--- src/rtl/sys_bus_arbiter.sv ---
// Two-master arbiter for the core bus: the FMC bridge always wins, the internal
// sequencer uses req/ack, and read data is steered home by an owner-tag pipeline.
module sys_bus_arbiter #(
    parameter int ADDR_BITS    = 24,
    parameter int DATA_BITS    = 32,
    parameter int READ_LATENCY = 2,
    parameter int STARVE_LIMIT = 16
) (
    input  logic                 sys_clk,
    input  logic                 sys_rst,
    input  logic [ADDR_BITS-1:0] fmc_addr,
    input  logic                 fmc_wr,
    input  logic                 fmc_rd,
    input  logic [DATA_BITS-1:0] fmc_wdata,
    output logic [DATA_BITS-1:0] fmc_rdata,
    output logic                 fmc_rvalid,
    input  logic                 m1_req,
    input  logic                 m1_we,
    input  logic [ADDR_BITS-1:0] m1_addr,
    input  logic [DATA_BITS-1:0] m1_wdata,
    output logic                 m1_ack,
    output logic [DATA_BITS-1:0] m1_rdata,
    output logic                 m1_starved,
    output logic                 err_proto,
    output logic [ADDR_BITS-1:0] bus_addr,
    output logic                 bus_wr,
    output logic                 bus_rd,
    output logic [DATA_BITS-1:0] bus_wdata,
    input  logic [DATA_BITS-1:0] bus_rdata
);

    localparam int CNT_BITS = $clog2(STARVE_LIMIT + 1);

    typedef enum logic {ST_IDLE, ST_RD_WAIT} state_t;
    typedef enum logic [1:0] {OWN_NONE, OWN_FMC, OWN_M1} owner_t;

    state_t               state_q, state_d;
    owner_t               owner_q [READ_LATENCY+1];
    owner_t               issue_owner;
    logic                 fmc_strobe;
    logic                 m1_issue;
    logic [CNT_BITS-1:0]  starve_cnt_q, starve_cnt_d;
    logic [ADDR_BITS-1:0] bus_addr_q, bus_addr_d;
    logic [DATA_BITS-1:0] bus_wdata_q, bus_wdata_d;
    logic                 bus_wr_q, bus_wr_d;
    logic                 bus_rd_q, bus_rd_d;
    logic [DATA_BITS-1:0] fmc_rdata_q, fmc_rdata_d;
    logic                 fmc_rvalid_q, fmc_rvalid_d;
    logic [DATA_BITS-1:0] m1_rdata_q, m1_rdata_d;
    logic                 m1_ack_q, m1_ack_d;
    logic                 err_proto_q, err_proto_d;

    assign fmc_strobe = fmc_wr | fmc_rd;

    always_comb begin
        state_d      = state_q;
        issue_owner  = OWN_NONE;
        m1_issue     = 1'b0;
        starve_cnt_d = starve_cnt_q;
        bus_addr_d   = bus_addr_q;
        bus_wdata_d  = bus_wdata_q;
        bus_wr_d     = 1'b0;
        bus_rd_d     = 1'b0;
        fmc_rdata_d  = fmc_rdata_q;
        fmc_rvalid_d = 1'b0;
        m1_rdata_d   = m1_rdata_q;
        m1_ack_d     = 1'b0;
        err_proto_d  = err_proto_q | (fmc_wr & fmc_rd);

        if (fmc_strobe) begin
            // A simultaneous wr+rd strobe is executed as a write only.
            bus_addr_d  = fmc_addr;
            bus_wdata_d = fmc_wdata;
            bus_wr_d    = fmc_wr;
            bus_rd_d    = ~fmc_wr;
            if (!fmc_wr) begin
                issue_owner = OWN_FMC;
            end
        end else if (state_q == ST_IDLE && m1_req) begin
            m1_issue    = 1'b1;
            bus_addr_d  = m1_addr;
            bus_wdata_d = m1_wdata;
            if (m1_we) begin
                bus_wr_d = 1'b1;
                m1_ack_d = 1'b1;
            end else begin
                bus_rd_d    = 1'b1;
                issue_owner = OWN_M1;
                state_d     = ST_RD_WAIT;
            end
        end

        case (owner_q[READ_LATENCY])
            OWN_FMC: begin
                fmc_rdata_d  = bus_rdata;
                fmc_rvalid_d = 1'b1;
            end
            OWN_M1: begin
                m1_rdata_d = bus_rdata;
                m1_ack_d   = 1'b1;
                state_d    = ST_IDLE;
            end
            default: ;
        endcase

        if (m1_req && state_q == ST_IDLE && fmc_strobe) begin
            if (starve_cnt_q != CNT_BITS'(STARVE_LIMIT)) begin
                starve_cnt_d = starve_cnt_q + 1'b1;
            end
        end else if (!m1_req || m1_issue) begin
            starve_cnt_d = '0;
        end
    end

    always_ff @(posedge sys_clk) begin
        if (sys_rst) begin
            state_q      <= ST_IDLE;
            starve_cnt_q <= '0;
            bus_addr_q   <= '0;
            bus_wdata_q  <= '0;
            bus_wr_q     <= 1'b0;
            bus_rd_q     <= 1'b0;
            fmc_rdata_q  <= '0;
            fmc_rvalid_q <= 1'b0;
            m1_rdata_q   <= '0;
            m1_ack_q     <= 1'b0;
            err_proto_q  <= 1'b0;
            for (int i = 0; i <= READ_LATENCY; i++) begin
                owner_q[i] <= OWN_NONE;
            end
        end else begin
            state_q      <= state_d;
            starve_cnt_q <= starve_cnt_d;
            bus_addr_q   <= bus_addr_d;
            bus_wdata_q  <= bus_wdata_d;
            bus_wr_q     <= bus_wr_d;
            bus_rd_q     <= bus_rd_d;
            fmc_rdata_q  <= fmc_rdata_d;
            fmc_rvalid_q <= fmc_rvalid_d;
            m1_rdata_q   <= m1_rdata_d;
            m1_ack_q     <= m1_ack_d;
            err_proto_q  <= err_proto_d;
            // Stage 0 lines up with bus_rd; the last stage lines up with its data.
            owner_q[0]   <= issue_owner;
            for (int i = 1; i <= READ_LATENCY; i++) begin
                owner_q[i] <= owner_q[i-1];
            end
        end
    end

    assign bus_addr   = bus_addr_q;
    assign bus_wdata  = bus_wdata_q;
    assign bus_wr     = bus_wr_q;
    assign bus_rd     = bus_rd_q;
    assign fmc_rdata  = fmc_rdata_q;
    assign fmc_rvalid = fmc_rvalid_q;
    assign m1_rdata   = m1_rdata_q;
    assign m1_ack     = m1_ack_q;
    assign err_proto  = err_proto_q;
    assign m1_starved = (starve_cnt_q >= CNT_BITS'(STARVE_LIMIT));

endmodule

--- config.mk ---
export PLATFORM = sky130hd
export DESIGN_NAME = sys_bus_arbiter
export DESIGN_NICKNAME = d
export VERILOG_FILES = /design/src/rtl/sys_bus_arbiter.sv
export SDC_FILE = /design/constraint.sdc
export NUM_CORES = 1
export LEC_CHECK = 0
export BUFFER_PORTS_ARGS = -buffer_cell sky130_fd_sc_hd__buf_2
export CAP_MARGIN = 10
export CORE_MARGIN = 4
export CORE_UTILIZATION = 47
export CTS_BUF_LIST = sky130_fd_sc_hd__clkbuf_4
export DETAILED_ROUTE_END_ITERATION = 6
export PLACE_DENSITY = 0.82
export SKIP_CTS_REPAIR_TIMING = 1
export SLEW_MARGIN = 30
export SYNTH_ARGS = -nofsm -noshare
export SYNTH_HDL_FRONTEND = slang
export SYNTH_SLANG_ARGS = --single-unit
--- constraint.sdc ---
create_clock -name sys_clk -period 3.9 [get_ports sys_clk]
set_clock_uncertainty 0.05 [all_clocks]
set_input_delay 0.975 -clock sys_clk [delete_from_list [all_inputs] [get_ports sys_clk]]
set_output_delay 0.975 -clock sys_clk [all_outputs]
set_load 0.005 [all_outputs]
# After elaboration in Yosys (flattened, before gate mapping)
# Memories as Yosys holds them, arrays and structs flattened.
# Index checks and enable logic that the tools add are counted.
# classes
bitwise_logic	10
mux	28
n_eq_ne	4
n_lt_le_gt_ge	1
reduce_logical	9
addsub	1
# op_table
operator	n
32-bit two-way mux	2
24-bit two-way mux	2
1-bit two-way mux	15
5-bit two-way mux	3
2-bit two-way mux	6
5-bit by 1-bit adder with 5-bit output, second input constant	1
5-bit greater-or-equal comparator, second input constant	1
5-bit != test, second input constant	1
1-bit OR	5
1-bit inverter	4
2-bit nonzero test	2
3-bit AND reduction	1
2-bit by 1-bit == test with 1-bit output, second input constant	1
2-bit == test, second input constant	1
1-bit logical AND	2
2-bit by 1-bit != test with 1-bit output, second input constant	1
2-bit AND reduction	1
2-bit OR reduction	1
1-bit AND	1
1-bit zero test	1
1-bit logical OR	1
# word_totals
memories	1
wordCells	65
in_bits	150
ramBits	6
register_bits	131
# memory_table
name	words	word_bits	rd	rd_ports_with_merged_regs	write_ports	line_no	rtl
owner_q	3	2	3	0	3	38	owner_t owner_q [READ_LATENCY+1];

# Depth between registers and ports, before layout
# Gate-level depths: netlist of run 1.
# depth
ltp_word	7
depth_mapped	6
depth_no_buf	6

# Worst setup path after synthesis of run 1
# Ideal clock, no wire load.
# synth_path
path_type	input port to flip-flop
start	input sys_rst
end	register bus_addr_q[10] (netlist: bus_addr[10])
slack_ns	1.981
cell_stages	4
t_arrival_ns	1.727
setup_ns	0.142
cell_sequence	buf_2 clkbuf_1 buf_1 a311oi_1
# synth_lines
item	line_no	rtl
start, declared	10	input logic sys_rst,
end signal, assigned	134	bus_addr_q <= bus_addr_d;
end, declared	43	logic [ADDR_BITS-1:0] bus_addr_q, bus_addr_d;
# No word-level cell between the ends.

# Worst setup path after layout of run 1
# layout_path
start	input m1_req
end	register bus_wdata_q[0] (netlist: bus_wdata[0])
# layout_between
elab_chain_cells	2
# layout_rtl
item	line_no	rtl
start, declared	17	input logic m1_req,
1-bit logical AND	79	end else if (state_q == ST_IDLE && m1_req) begin
2-bit nonzero test (no line)	--	
end signal, assigned	135	bus_wdata_q <= bus_wdata_d;
end, declared	44	logic [DATA_BITS-1:0] bus_wdata_q, bus_wdata_d;
# No other way between the ends.
# A chain may end at the register's enable or synchronous reset.

==> flow_metrics.tcl, run 1 <==
set metrics [dict create \
    crit_path_max_incr_delay_ns 0.57 \
    worst_setup_path_end_kind "flip-flop" \
    place_ws_ns 1.28 \
    insertion_delay_ns 0.49 \
    nFillCells 976 \
    worst_pin_slew_ns 0.717 \
    via_per_inst 5.11 \
    dr.pass1.iters 4 \
    numCtsBuffers 17 \
    chipWidth_microns 115 \
    ant_nets 0 \
    drv_slew 0 \
    min_from "owner_q[0][2]" \
    cts_num_sinks 137 \
    clk_pin_slew_worst_paths_ns 0.11 \
    synth-compound-area-share_pct 17.7 \
    drc_errors 0 \
    ys_async_sr_fraction_pct 0 \
    crit_type "input port to flip-flop" \
    power_density_nw_per_um2 415 \
    grt_overflow 0 \
    min_period_ns 2.14 \
    dr.first_iter.drc_count 613 \
    syn_avg_cell_area_sq_um 8.13 \
    p_leak_nw 3.24 \
    die_area_sq_um 13200 \
    rows 38 \
    cp.arrival_ns 2.49 \
    wl_per_cell_microns 15.0 \
    die_h_microns 115 \
    crit_start "m1_req" \
    synth_top_family_by_area "simple AND/OR/NAND/NOR gates" \
    synth_xor_xnor_area_share_pct 0.163 \
    gr-usage-met1_pct 26.5 \
    ios 276 \
    rsz0062_at_grt "false" \
    final_common_cell "buf_2" \
    yosysSeqAreaShare_pct 51.1 \
    grtUsageTotal_pct 22.9 \
    grt_first_pass_wirelength_microns 24200 \
    drive_gt1_share_pct 36.3 \
    fin_nets 1060 \
    numPortBuffers 275 \
    synthCells 660 \
    fin_tns_setup_ns 0 \
    grt_antenna_before_repair 2 \
    drv_cap 0 \
    regArea_sq_um 2740 \
    vias 5423 \
    irDropWorstVdd_mv 0.235 \
    grtUsageMet3_pct 8.11 \
    synth_edf_count 0 \
    grt_max_degree 64 \
    wirelength_microns 15900 \
    mostFrequentLayoutCells "274 x buf_2, 241 x nand2_1, 137 x dfxtp_1, 68 x a21oi_1, 58 x nor2_1" \
    worstPathMaxFanout 32 \
    final_util_pct 64.7 \
    synth_area_sq_um 5360 \
    ys_types 36 \
    gp_congestion 0.826 \
    worstPathCellList "buf_2 > and2b_2 > buf_4 > nand2_1 > a311oi_1" \
    outcome "finished clean" \
    multi_input_area_sq_um 2340 \
    start_util_pct 48.8 \
    yosys.area_share.simple_pct 25.0 \
    top_usage_layer "met2" \
    htreeDepth 4 \
    cts.path.max_buffers 2 \
    cp_slowest_cell "and2b_2" \
    rr_startpoint "state_q" \
    total_power_mw 2.95 \
    yosysWarnings 0 \
    clockRootBuffer "clkbuf_4" \
    max_freq_ghz 0.468 \
    synth-seq-cells 137 \
    hold_violations 0 \
    period_share_pct 54.7 \
    hp-class "flip-flop to flip-flop" \
    start_kind "input port" \
    synth_fa_ha_area_share_pct 0.467 \
    required_ns 4.26 \
    synth_nets 812 \
    area_growth_pct 32.5 \
    core_sq_um 11000 \
    cts_tree "built" \
    synth_flop_cell "dfxtp_1" \
    place_hpwl_microns 11500 \
    setup_slack_ns 1.76 \
    setup_viol 0 \
    use_met2_pct 39.2 \
    relSlewSlack_pct 52.1 \
    grt_pass1_vias 5084 \
    synthMuxAreaShare_pct 0 \
]
-- Yosys cell counts, types with 2 or more instances --
cell type  count  share of area (%)
nand2b_1       2               0.23
a21o_1         3               0.42
buf_6          3               0.63
nand3_1        3               0.28
a311oi_2      10                2.8
inv_1          4               0.28
or2_1          2               0.23
nor2_1        58                4.1
o21ai_1        2               0.19
buf_2         22                2.1
nand2_1      241                 17
a21oi_1       68                6.3
nor2b_1        6               0.70
nor3_1         3               0.28
buf_4          5               0.70
dfxtp_1      137                 51
ha_1           2               0.47
nor3b_1        2               0.28
buf_1          2               0.14
clkbuf_1      24                1.7
a311oi_1      46                7.5
-- layout make-up --
cell class	instances	area share, %
Antenna cell	2	0.0704
Tap cell	140	2.47
Clock inverter	13	3.19
Clock buffer	18	1.90
Multi-Input combinational cell	463	32.9
Sequential cell	137	38.6
Timing Repair Buffer	285	20.6
Inverter	4	0.211
-- cells by family (layout without fill, tap and decap cells) --
logic type,Yosys count,in the layout
other,0,2
AOI/OAI and AO/OA,132,132
DFF,137,137
xor gates and xnor gates,1,1
buffers and inverters,60,320
and+or+nand+nor,328,328
adders and majority gates,2,2
-- where the power goes --
group          switching, mW  internal, mW  total, mW  leakage, nW
Combinational          0.176         0.145      0.321         1.94
Sequential            0.0279          1.45       1.48         1.12
Clock                  0.511         0.639       1.15        0.187
-- worst max-delay path, delay by kind of cell --
family / cells / cell delay [ns]
simple gates: 2 / 0.67
buf+inv: 2 / 0.54
compound gates: 1 / 0.29
-- path summary, 6_finish.rpt --
| check | slack (ns) | cells past startpoint | to |
|---|---|---|---|
| min | 0.40 | 1 | owner_q[0][4] |
| max | 1.76 | 5 | bus_wdata[0] |
| max reg2reg | 1.89 | 4 | bus_wdata[8] |
| min reg2reg | 0.40 | 1 | owner_q[0][4] |
-- sequential cells by signal, indices dropped and copies added, names as in the netlist, 5 cells and up --
signal / cells
owner_q: 6
m1_rdata: 32
bus_wdata: 32
bus_addr: 24
fmc_rdata: 32
starve_cnt_q: 5
-- per-layer routing --
metal  wire length [microns]  vias to the layer above
li1                        -                     2716
met1                    6340                     2456
met2                    7850                      228
met3                    1480                       23
met4                     262                        0
met5                       0                        -
-- stage by stage --
| stage | area, sq um | instances | hold WS, ns |
|---|---|---|---|
| 2_1_floorplan | 5360 | 660 | 0.364 |
| 3_3_place_gp | 6730 | 1029 | 0.365 |
| 3_5_place_dp | 6740 | 1029 | 0.375 |
| 4_1_cts | 7100 | 1060 | 0.400 |
| 5_1_grt | 7110 | 1062 | 0.405 |
| 6_report | 7110 | 1062 | 0.397 |
(Power assumes the default switching activity.)
==> run 2: changes to the inputs <==
--- a/config.mk
+++ b/config.mk
@@ -8,10 +8,10 @@
 export BUFFER_PORTS_ARGS = -buffer_cell sky130_fd_sc_hd__buf_2
 export CAP_MARGIN = 10
 export CORE_MARGIN = 4
-export CORE_UTILIZATION = 47
+export CORE_UTILIZATION = 42
 export CTS_BUF_LIST = sky130_fd_sc_hd__clkbuf_4
 export DETAILED_ROUTE_END_ITERATION = 6
-export PLACE_DENSITY = 0.82
+export PLACE_DENSITY = 0.78
 export SKIP_CTS_REPAIR_TIMING = 1
 export SLEW_MARGIN = 30
 export SYNTH_ARGS = -nofsm -noshare
==> constraint.sdc (replaced) <==
create_clock -name sys_clk -period 1.8 [get_ports sys_clk]
set_clock_uncertainty 0.05 [all_clocks]
set_input_delay 0.45 -clock sys_clk [delete_from_list [all_inputs] [get_ports sys_clk]]
set_output_delay 0.45 -clock sys_clk [all_outputs]
set_load 0.005 [all_outputs]
==> run 2 against run 1 <==
Compared with the run above:
- critical path depth increased by 1
- die area increased by 11%
- power increased by 98%
==> flow_metrics.tcl, run 2 (synthesis gave the netlist of run 1 again) <==
set metrics [dict create \
    outcome "finished clean" \
    p_leak_nw 3.23 \
    wirelength_microns 16000 \
    start_util_pct 42.7 \
    mostFrequentLayoutCells "274 x buf_2, 241 x nand2_1, 137 x dfxtp_1, 68 x a21oi_1, 58 x nor2_1" \
    period_share_pct 88.4 \
    htreeDepth 4 \
    cts.path.max_buffers 2 \
    drive_gt1_share_pct 36.6 \
    core_sq_um 12600 \
    drv_cap 0 \
    setup_viol 0 \
    grt_antenna_before_repair 3 \
    final_common_cell "buf_2" \
    die_h_microns 121 \
    gp_congestion 0.812 \
    drv_slew 0 \
    die_area_sq_um 14600 \
    hold_violations 0 \
    place_hpwl_microns 11300 \
    insertion_delay_ns 0.52 \
    grt_pass1_vias 5117 \
    numCtsBuffers 17 \
    sequentialPowerShare_pct 54.9 \
    cts_tree "built" \
    chipWidth_microns 121 \
    final_cell_area_sq_um 7110 \
    crit_type "flip-flop to flip-flop" \
    rr_worst_depth 6 \
    rsz0062_at_grt "false" \
    multi_input_area_sq_um 2330 \
    total_power_mw 5.84 \
    dr.first_iter.drc_count 391 \
    worst_pin_slew_ns 0.545 \
    power_density_nw_per_um2 822 \
    required_ns 2.18 \
    irDropWorstVdd_mv 0.330 \
    rows 41 \
    min_path_cells 3 \
    p_int_mw 4.19 \
    dr.pass1.iters 4 \
    worstPathMaxFanout 5 \
    grt_first_pass_wirelength_microns 25000 \
    clk_pin_slew_worst_paths_ns 0.14 \
    relSlewSlack_pct 63.6 \
    max_freq_ghz 0.628 \
    pwr-share-comb_pct 12.2 \
    placed_cell_area_sq_um 6840 \
    cp.arrival_ns 1.97 \
    swShare_pct 28.3 \
    grt_max_degree 116 \
    grtUsageTotal_pct 21.1 \
    nFillCells 1196 \
    switchingPower_mw 1.65 \
    fin_nets 1064 \
    clockRootBuffer "clkbuf_4" \
    fin_tns_setup_ns 0 \
    min_period_ns 1.59 \
    ant_nets 0 \
    ios 276 \
    numPortBuffers 275 \
    start_kind "flip-flop" \
    area_growth_pct 32.5 \
    cts_num_sinks 137 \
    clkPwrFrac_pct 32.9 \
    hp-class "input port to flip-flop" \
    wl_per_cell_microns 14.6 \
    regArea_sq_um 2740 \
    worst_setup_path_end_kind "flip-flop" \
    drc_errors 0 \
    vias 5491 \
    whs_ns 0.102 \
    via_per_inst 5.00 \
    grt_overflow 0 \
]
[run 2: power groups by stage]
stage	clock network, mW	logic, mW	registers (mW)
finish	1.92	0.713	3.21
global route	2.11	0.794	3.22
CTS	1.98	0.720	3.21
detailed placement	0	0.719	3.27
global placement	0	0.708	3.27
floorplan	0	0.339	3.28
[run 2: path summary, 6_finish.rpt]
check | start | slack, ns | end
setup / recovery | starve_cnt_q[0] | 0.21 | starve_cnt_q[1]
hold / removal | bus_rdata[20] | 0.10 | fmc_rdata[20]
setup reg to reg | starve_cnt_q[0] | 0.21 | starve_cnt_q[1]
hold reg to reg | owner_q[0][1] | 0.38 | owner_q[0][3]
[run 2: routing by layer]
| layer | routed length (microns) | track usage [%] | part of all wire, % | up-vias |
|---|---|---|---|---|
| met4 | 214 | 6.16 | 1.3 | 2 |
| met1 | 6500 | 25.9 | 41 | 2518 |
| li1 | - | - | - | 2723 |
| met2 | 7720 | 35.1 | 48 | 229 |
| met5 | 20 | 0 | 0.13 | - |
| met3 | 1530 | 7.09 | 9.6 | 19 |
[run 2: worst max-delay path, stage by stage (launching register included)]
cell and delay (ns):
dfxtp_1 0.43, inv_1 0.07, ha_1 0.19, and4bb_1 0.22, a21o_1 0.20, and4b_1 0.19, a31o_1 0.17
[run 2: cell type report]
| cell class | instances | share of cell area (%) |
|---|---|---|
| Multi-Input combinational cell | 463 | 32.8 |
| Clock inverter | 15 | 1.95 |
| Clock buffer | 17 | 1.80 |
| Antenna cell | 1 | 0.0352 |
| Sequential cell | 137 | 38.6 |
| Inverter | 4 | 0.211 |
| Timing Repair Buffer | 289 | 21.6 |
| Tap cell | 172 | 3.03 |
[run 2: per-stage QoR]
step                util, %  setup WS [ns]  cells
finish                 56.6          0.209   1098
global route           56.6          0.117   1098
CTS                    56.5          0.185   1097
detailed placement     54.4          0.102   1065
global placement       54.4          0.192   1065
floorplan                 -          0.325    660
